`config.mk`:
```
export PLATFORM = sky130hd
export DESIGN_NAME = sparse_row_mac
export DESIGN_NICKNAME = d
export VERILOG_FILES = /design/src/rtl/sparse_row_mac.sv
export SDC_FILE = /design/constraint.sdc
export NUM_CORES = 2
export LEC_CHECK = 0
export BUFFER_PORTS_ARGS = -buffer_cell sky130_fd_sc_hd__buf_2
export CORE_AREA = 4 4 263 265
export CTS_CLUSTER_SIZE = 24
export DETAILED_ROUTE_END_ITERATION = 6
export DIE_AREA = 0 0 267 269
export GPL_TIMING_DRIVEN = 0
export PLACE_DENSITY = 0.83
export REMOVE_ABC_BUFFERS = 1
export SYNTH_ARGS = -nofsm -noshare
export SYNTH_HDL_FRONTEND = slang
export SYNTH_SLANG_ARGS = --single-unit
```
`constraint.sdc`:
```
create_clock -name clk -period 19.1 [get_ports clk]
set_clock_uncertainty 0.2 [all_clocks]
set_input_delay 0.955 -clock clk [delete_from_list [all_inputs] [get_ports clk]]
set_output_delay 0.955 -clock clk [all_outputs]
set_load 0.1 [all_outputs]
```
`src/rtl/sparse_row_mac.sv`:
```
// Sparse-row MAC stage: multiplies CSR-ordered A elements by buffered dense B rows and emits one output row per A row.
// Optional SPARSE_ROW_MAC_SAT_EN selects saturating lane accumulation instead of wrap-around.
module sparse_row_mac #(
    parameter int M         = 16,
    parameter int N_COL     = 4,
    parameter int DW_DATA   = 8,
    parameter int DW_ROWIDX = 4,
    parameter int DW_ACC    = 24
) (
    input  logic                       clk,
    input  logic                       reset,
    input  logic                       i_b_wr_en,
    input  logic [DW_ROWIDX-1:0]       i_b_wr_addr,
    input  logic [N_COL*DW_DATA-1:0]   i_b_wr_data,
    input  logic                       i_in_valid,
    output logic                       o_in_ready,
    input  logic                       i_in_first,
    input  logic                       i_in_last,
    input  logic [DW_ROWIDX-1:0]       i_in_row,
    input  logic [DW_ROWIDX-1:0]       i_in_col,
    input  logic [DW_DATA-1:0]         i_in_val,
    output logic                       o_out_valid,
    input  logic                       i_out_ready,
    output logic [DW_ROWIDX-1:0]       o_out_row,
    output logic [N_COL*DW_ACC-1:0]    o_out_data,
    output logic                       o_busy
);

    localparam logic [DW_ROWIDX:0]  M_LIM   = (DW_ROWIDX+1)'(M);
    localparam logic signed [DW_ACC-1:0] ACC_MAX = {1'b0, {(DW_ACC-1){1'b1}}};
    localparam logic signed [DW_ACC-1:0] ACC_MIN = {1'b1, {(DW_ACC-1){1'b0}}};

    function automatic logic signed [DW_ACC-1:0] acc_add(
        input logic signed [DW_ACC-1:0] a,
        input logic signed [DW_ACC-1:0] b
    );
`ifdef SPARSE_ROW_MAC_SAT_EN
        logic [DW_ACC:0] s;
        s = {a[DW_ACC-1], a} + {b[DW_ACC-1], b};
        if (s[DW_ACC] != s[DW_ACC-1]) begin
            acc_add = s[DW_ACC] ? ACC_MIN : ACC_MAX;
        end else begin
            acc_add = s[DW_ACC-1:0];
        end
`else
        acc_add = a + b;
`endif
    endfunction

    logic [N_COL*DW_DATA-1:0]   r_bmem [M];
    logic [N_COL*DW_DATA-1:0]   r_brow;
    logic                       r_s1_valid;
    logic                       r_s1_first;
    logic                       r_s1_last;
    logic [DW_ROWIDX-1:0]       r_s1_row;
    logic signed [DW_DATA-1:0]  r_s1_val;
    logic                       r_s2_valid;
    logic signed [DW_ACC-1:0]   r_acc [N_COL];
    logic                       r_out_valid;
    logic [DW_ROWIDX-1:0]       r_out_row;
    logic [N_COL*DW_ACC-1:0]    r_out_data;

    logic                       w_stall;
    logic                       w_adv;
    logic signed [DW_ACC-1:0]   w_acc_next [N_COL];

    // A held output row freezes the whole pipe; a draining one lets it reload in place.
    assign w_stall     = r_out_valid & ~i_out_ready;
    assign w_adv       = ~w_stall;
    assign o_in_ready  = w_adv;
    assign o_busy      = r_s1_valid | r_s2_valid | r_out_valid;
    assign o_out_valid = r_out_valid;
    assign o_out_row   = r_out_row;
    assign o_out_data  = r_out_data;

    for (genvar j = 0; j < N_COL; j++) begin : g_lane
        logic signed [DW_DATA-1:0]   w_b;
        logic signed [2*DW_DATA-1:0] w_full;
        logic signed [DW_ACC-1:0]    w_prod;
        assign w_b           = $signed(r_brow[j*DW_DATA +: DW_DATA]);
        assign w_full        = r_s1_val * w_b;
        assign w_prod        = DW_ACC'(w_full);
        assign w_acc_next[j] = r_s1_first ? w_prod : acc_add(r_acc[j], w_prod);
    end

    // B row buffer write port; out-of-range addresses are dropped.
    always_ff @(posedge clk) begin
        if (i_b_wr_en && ({1'b0, i_b_wr_addr} < M_LIM)) begin
            r_bmem[i_b_wr_addr] <= i_b_wr_data;
        end
    end

    // S1: capture the accepted element and read its B row (read-before-write on collision).
    always_ff @(posedge clk) begin
        if (reset) begin
            r_s1_valid <= 1'b0;
            r_s1_first <= 1'b0;
            r_s1_last  <= 1'b0;
            r_s1_row   <= '0;
            r_s1_val   <= '0;
            r_brow     <= '0;
        end else if (w_adv) begin
            r_s1_valid <= i_in_valid;
            if (i_in_valid) begin
                r_s1_first <= i_in_first;
                r_s1_last  <= i_in_last;
                r_s1_row   <= i_in_row;
                r_s1_val   <= i_in_val;
                r_brow     <= r_bmem[i_in_col];
            end
        end
    end

    // S2: per-lane accumulate.
    always_ff @(posedge clk) begin
        if (reset) begin
            r_s2_valid <= 1'b0;
            for (int j = 0; j < N_COL; j++) begin
                r_acc[j] <= '0;
            end
        end else if (w_adv) begin
            r_s2_valid <= r_s1_valid;
            if (r_s1_valid) begin
                for (int j = 0; j < N_COL; j++) begin
                    r_acc[j] <= w_acc_next[j];
                end
            end
        end
    end

    // Output register: loads on a row's last element, clears once taken.
    always_ff @(posedge clk) begin
        if (reset) begin
            r_out_valid <= 1'b0;
            r_out_row   <= '0;
            r_out_data  <= '0;
        end else if (w_adv && r_s1_valid && r_s1_last) begin
            r_out_valid <= 1'b1;
            r_out_row   <= r_s1_row;
            for (int j = 0; j < N_COL; j++) begin
                r_out_data[j*DW_ACC +: DW_ACC] <= w_acc_next[j];
            end
        end else if (i_out_ready) begin
            r_out_valid <= 1'b0;
        end
    end

endmodule

```
==> results_dict.tcl <==
set metrics [dict create \
    run_status "finished clean" \
    critical_path.max_fanout 33 \
    ys_types 78 \
    cts-htree-levels 3 \
    clock.fmax_ghz 0.120 \
    synth.yosys.seq_area_share_pct 49.1 \
    drt_pass1_iterations 7 \
    synth_fa_ha_area_share_pct 16.6 \
    synth.area.mux_share_pct 9.03 \
    cts.root.buffer_cell "sky130_fd_sc_hd__clkbuf_16" \
    grt_first_pass_wirelength_mm 162 \
    route.detailed.drc 0 \
    synth-warning-count 0 \
    vias_per_inst 6.12 \
    path_clk_slew_ps 70 \
    worstMarginPinSlew_ps 1390 \
    rsz0062_at_grt "false" \
    route.vias.total 27700 \
    core_region_area_sq_um 66800 \
    synth_area_sq_um 43200 \
    critPathKind "reg2reg" \
    row_count 95 \
    final_period_utilization_pct 43.6 \
    synthSimpleGateAreaFrac_pct 9.59 \
    dp.cells 4386 \
    synth-main-ff-cell "sky130_fd_sc_hd__edfxtp_1" \
    design.portCount 162 \
    start_util_pct 64.7 \
    drv_slew 0 \
    final_antenna_net_count 0 \
    clock_sinks 757 \
    number_of_global_route_vias_before_repair 28300 \
    fillerInstances 4381 \
    longest_clk_path_bufs 3 \
    wl_mm 102 \
    hold_viol 0 \
    period_needed_ps 8330 \
    numCtsBuffers 77 \
    fin_setup_tns_ps 0 \
    gr-usage-all-layers_pct 29.3 \
    fin_nets 4092 \
    antenna_violations_before_repair 6 \
    dp_hpwl_mm 65.9 \
    report.final.setup_viol 0 \
    synth_edf_count 608 \
    dieWidth_um 267 \
    total_gr_overflow 0 \
    reg2reg_setup_slack_ps 10770 \
    post_cts_resized 0 \
    crit_required_ps 19270 \
    synth.avg_cell_area_sq_um 12.4 \
    synth_top_family_by_area "adder cells" \
    placedInstanceArea_sq_um 45400 \
    synth_seq_cells 757 \
    io_buffers 161 \
    xor_xnor_share_of_the_synthesized_area_pct 2.87 \
    final_cell_area_sq_um 48000 \
    worst_path_arrival_ps 8500 \
    clock_tree_from_tritoncts "built" \
    max_slew_headroom_at_the_worst_pin_pct 6.49 \
    post_route_cells_drive_above_1_share_pct 14.4 \
    power.density_nw_per_um2 89.8 \
    p_leak_nw 19.4 \
    drtIter0Drc 2710 \
    grt_max_degree 94 \
    worst_ir_drop_vdd_uv 96.4 \
    area_growth_syn_to_layout_pct 11.1 \
    synth_async_sr_flop_share_pct 0 \
    final-instance-count-excl-fill 4532 \
    floorplan.die_area_sq_um 71800 \
    cts-hold-fix-buffers 0 \
    clkLatencyLatePin_ps 650 \
    synth_compound_area_share_pct 8.27 \
    finalWeightedCongestion 0.879 \
    detail_route.wl_per_cell_um 22.6 \
    dieHeight_um 269 \
    start_kind "flop" \
    multi_input_comb_area_sq_um 20200 \
    worstSetupEndpointType "flop" \
    min_path_type "reg2reg" \
    cts_setup_buffers 0 \
    max_cap_viol_count 0 \
    ff_latch_area_sq_um 21200 \
    syn_inst 3475 \
]
==> cell usage after synthesis (all sizes together), types with 5 or more instances <==
master	count	area share [%]
or2	8	0.12
a21o	59	1.0
inv	356	3.1
o211ai	8	0.14
xor2	52	1.1
a211oi	94	1.6
nand2b	19	0.27
o31ai	6	0.10
o21ai	79	0.92
and2	186	2.7
buf	34	0.31
a21boi	6	0.10
mux4	160	8.3
a21oi	210	2.4
nand4	14	0.20
and3	13	0.19
clkbuf	125	1.1
dfxtp	149	6.9
or3	5	0.072
nor2b	36	0.52
fa	224	10
nand3b	6	0.10
nand2	237	2.1
a31oi	19	0.27
mux2	5	0.14
ha	216	6.3
nor3	30	0.35
o21a	15	0.26
xnor2	89	1.8
a31o	5	0.10
mux2i	24	0.56
nand3	28	0.32
nor2	271	2.4
or4	5	0.087
edfxtp	608	42
o21bai	18	0.31
==> cells in the final DEF, fill, tap and decap left out, types with 7 or more instances in the layout <==
master,instances
sky130_fd_sc_hd__ha_1,216
sky130_fd_sc_hd__o21ai_0,78
sky130_fd_sc_hd__mux2i_1,24
sky130_fd_sc_hd__buf_2,157
sky130_fd_sc_hd__a31oi_1,19
sky130_fd_sc_hd__o21bai_1,18
sky130_fd_sc_hd__buf_12,11
sky130_fd_sc_hd__clkbuf_1,16
sky130_fd_sc_hd__bufinv_16,9
sky130_fd_sc_hd__o211ai_1,8
sky130_fd_sc_hd__a21o_1,59
sky130_fd_sc_hd__o21a_1,15
sky130_fd_sc_hd__dfxtp_1,148
sky130_fd_sc_hd__xnor2_1,87
sky130_fd_sc_hd__edfxtp_1,608
sky130_fd_sc_hd__clkbuf_16,80
sky130_fd_sc_hd__nand3_1,27
sky130_fd_sc_hd__nor3_1,26
sky130_fd_sc_hd__nand2b_1,18
sky130_fd_sc_hd__nor2b_1,36
sky130_fd_sc_hd__inv_1,354
sky130_fd_sc_hd__nand2_1,236
sky130_fd_sc_hd__and2_1,185
sky130_fd_sc_hd__clkinv_1,10
sky130_fd_sc_hd__or2_2,7
sky130_fd_sc_hd__and3_1,11
sky130_fd_sc_hd__xor2_1,52
sky130_fd_sc_hd__nor2_4,12
sky130_fd_sc_hd__fa_1,224
sky130_fd_sc_hd__nand4_1,14
sky130_fd_sc_hd__a211oi_1,93
sky130_fd_sc_hd__nor2_1,259
sky130_fd_sc_hd__buf_6,15
sky130_fd_sc_hd__buf_16,9
sky130_fd_sc_hd__clkinv_2,16
sky130_fd_sc_hd__mux4_2,160
sky130_fd_sc_hd__a21oi_1,208
==> flip-flops by register name (all words and copies together), names as in the netlist <==
register     flops
r_bmem         512
o_out_data      96
r_acc           96
r_brow          32
r_s1_val         8
o_out_row        4
r_s1_row         4
o_out_valid      1
r_s1_first       1
r_s1_last        1
r_s1_valid       1
r_s2_valid       1
==> logic make-up (layout without fill, tap and decap cells) <==
kind of cell | after synthesis | in the layout
AOI/OAI and AO/OA | 562 | 562
other | 0 | 3
and+or+nand+nor | 871 | 871
adders and majority gates | 440 | 440
DFF | 757 | 757
xor gates and xnor gates | 141 | 141
muxes | 189 | 189
buffers and inverters | 515 | 696
==> power by group <==
part           internal (mW)  switching, mW  total [mW]
Combinational          0.327          0.527       0.854
Sequential              1.84         0.0451        1.88
Clock                  0.905          0.671        1.58
Total                   3.07           1.24        4.31
==> through the flow <==
step           power, mW  utilization (%)  hold slack, ps  setup slack, ps
3_3_place_gp        2.73             66.7             237            10220
3_5_place_dp        2.75             67.9             243            10820
6_report            4.31             71.9             248            10770
4_1_cts             4.33             71.8             248            10780
2_1_floorplan       2.53                -             225            11920
5_1_grt             4.51             71.9             276            10120
==> area by class of cell <==
class | count | share of cell area (%)
Sequential cell | 757 | 44.2
Multi-Input combinational cell | 2203 | 42.1
Clock buffer | 97 | 4.32
Timing Repair Buffer | 198 | 3.13
Inverter | 356 | 2.78
Tap cell | 873 | 2.27
Clock inverter | 45 | 1.17
Antenna cell | 3 | 0.0156
==> worst paths after layout <==
kind,startpoint,to,cells after the start
worst max-delay path,r_s1_val[7]$_SDFFE_PP0P_,r_acc[3][23]$_SDFFCE_PN0P_,21
worst min-delay path,r_s1_row[0]$_SDFFE_PP0P_,o_out_row[0]$_SDFFE_PP0P_,2
worst max register to register,r_s1_val[7]$_SDFFE_PP0P_,r_acc[3][23]$_SDFFCE_PN0P_,21
worst min register to register,r_s1_row[0]$_SDFFE_PP0P_,o_out_row[0]$_SDFFE_PP0P_,2
==> critical path: stages (launching register included) <==
cell                        delay, ps
sky130_fd_sc_hd__dfxtp_1         1070
sky130_fd_sc_hd__nand2_1          320
sky130_fd_sc_hd__fa_1             780
sky130_fd_sc_hd__fa_1             490
sky130_fd_sc_hd__fa_1             510
sky130_fd_sc_hd__inv_1             50
sky130_fd_sc_hd__fa_1             440
sky130_fd_sc_hd__ha_1             370
sky130_fd_sc_hd__a21o_1           220
sky130_fd_sc_hd__a2111oi_0        410
sky130_fd_sc_hd__nor2_1           140
sky130_fd_sc_hd__a22o_1           210
sky130_fd_sc_hd__a221oi_2         940
sky130_fd_sc_hd__ha_1             490
sky130_fd_sc_hd__a21o_1           230
sky130_fd_sc_hd__a21oi_1          200
sky130_fd_sc_hd__inv_1             60
sky130_fd_sc_hd__a21oi_1          130
sky130_fd_sc_hd__o21ai_0          130
sky130_fd_sc_hd__a311oi_1         350
sky130_fd_sc_hd__xor2_1           240
sky130_fd_sc_hd__nor2_1            60
==> per-layer routing <==
metal  up-vias  global-route usage (%)  part of all wire [%]
met3       269                    5.06                   6.7
met5         -                       0                 0.056
met1     13700                    37.3                    38
met4         8                    9.97                   3.7
li1      12600                       -                     -
met2      1151                    51.5                    51
No activity file was read; power rests on OpenSTA's default activity.
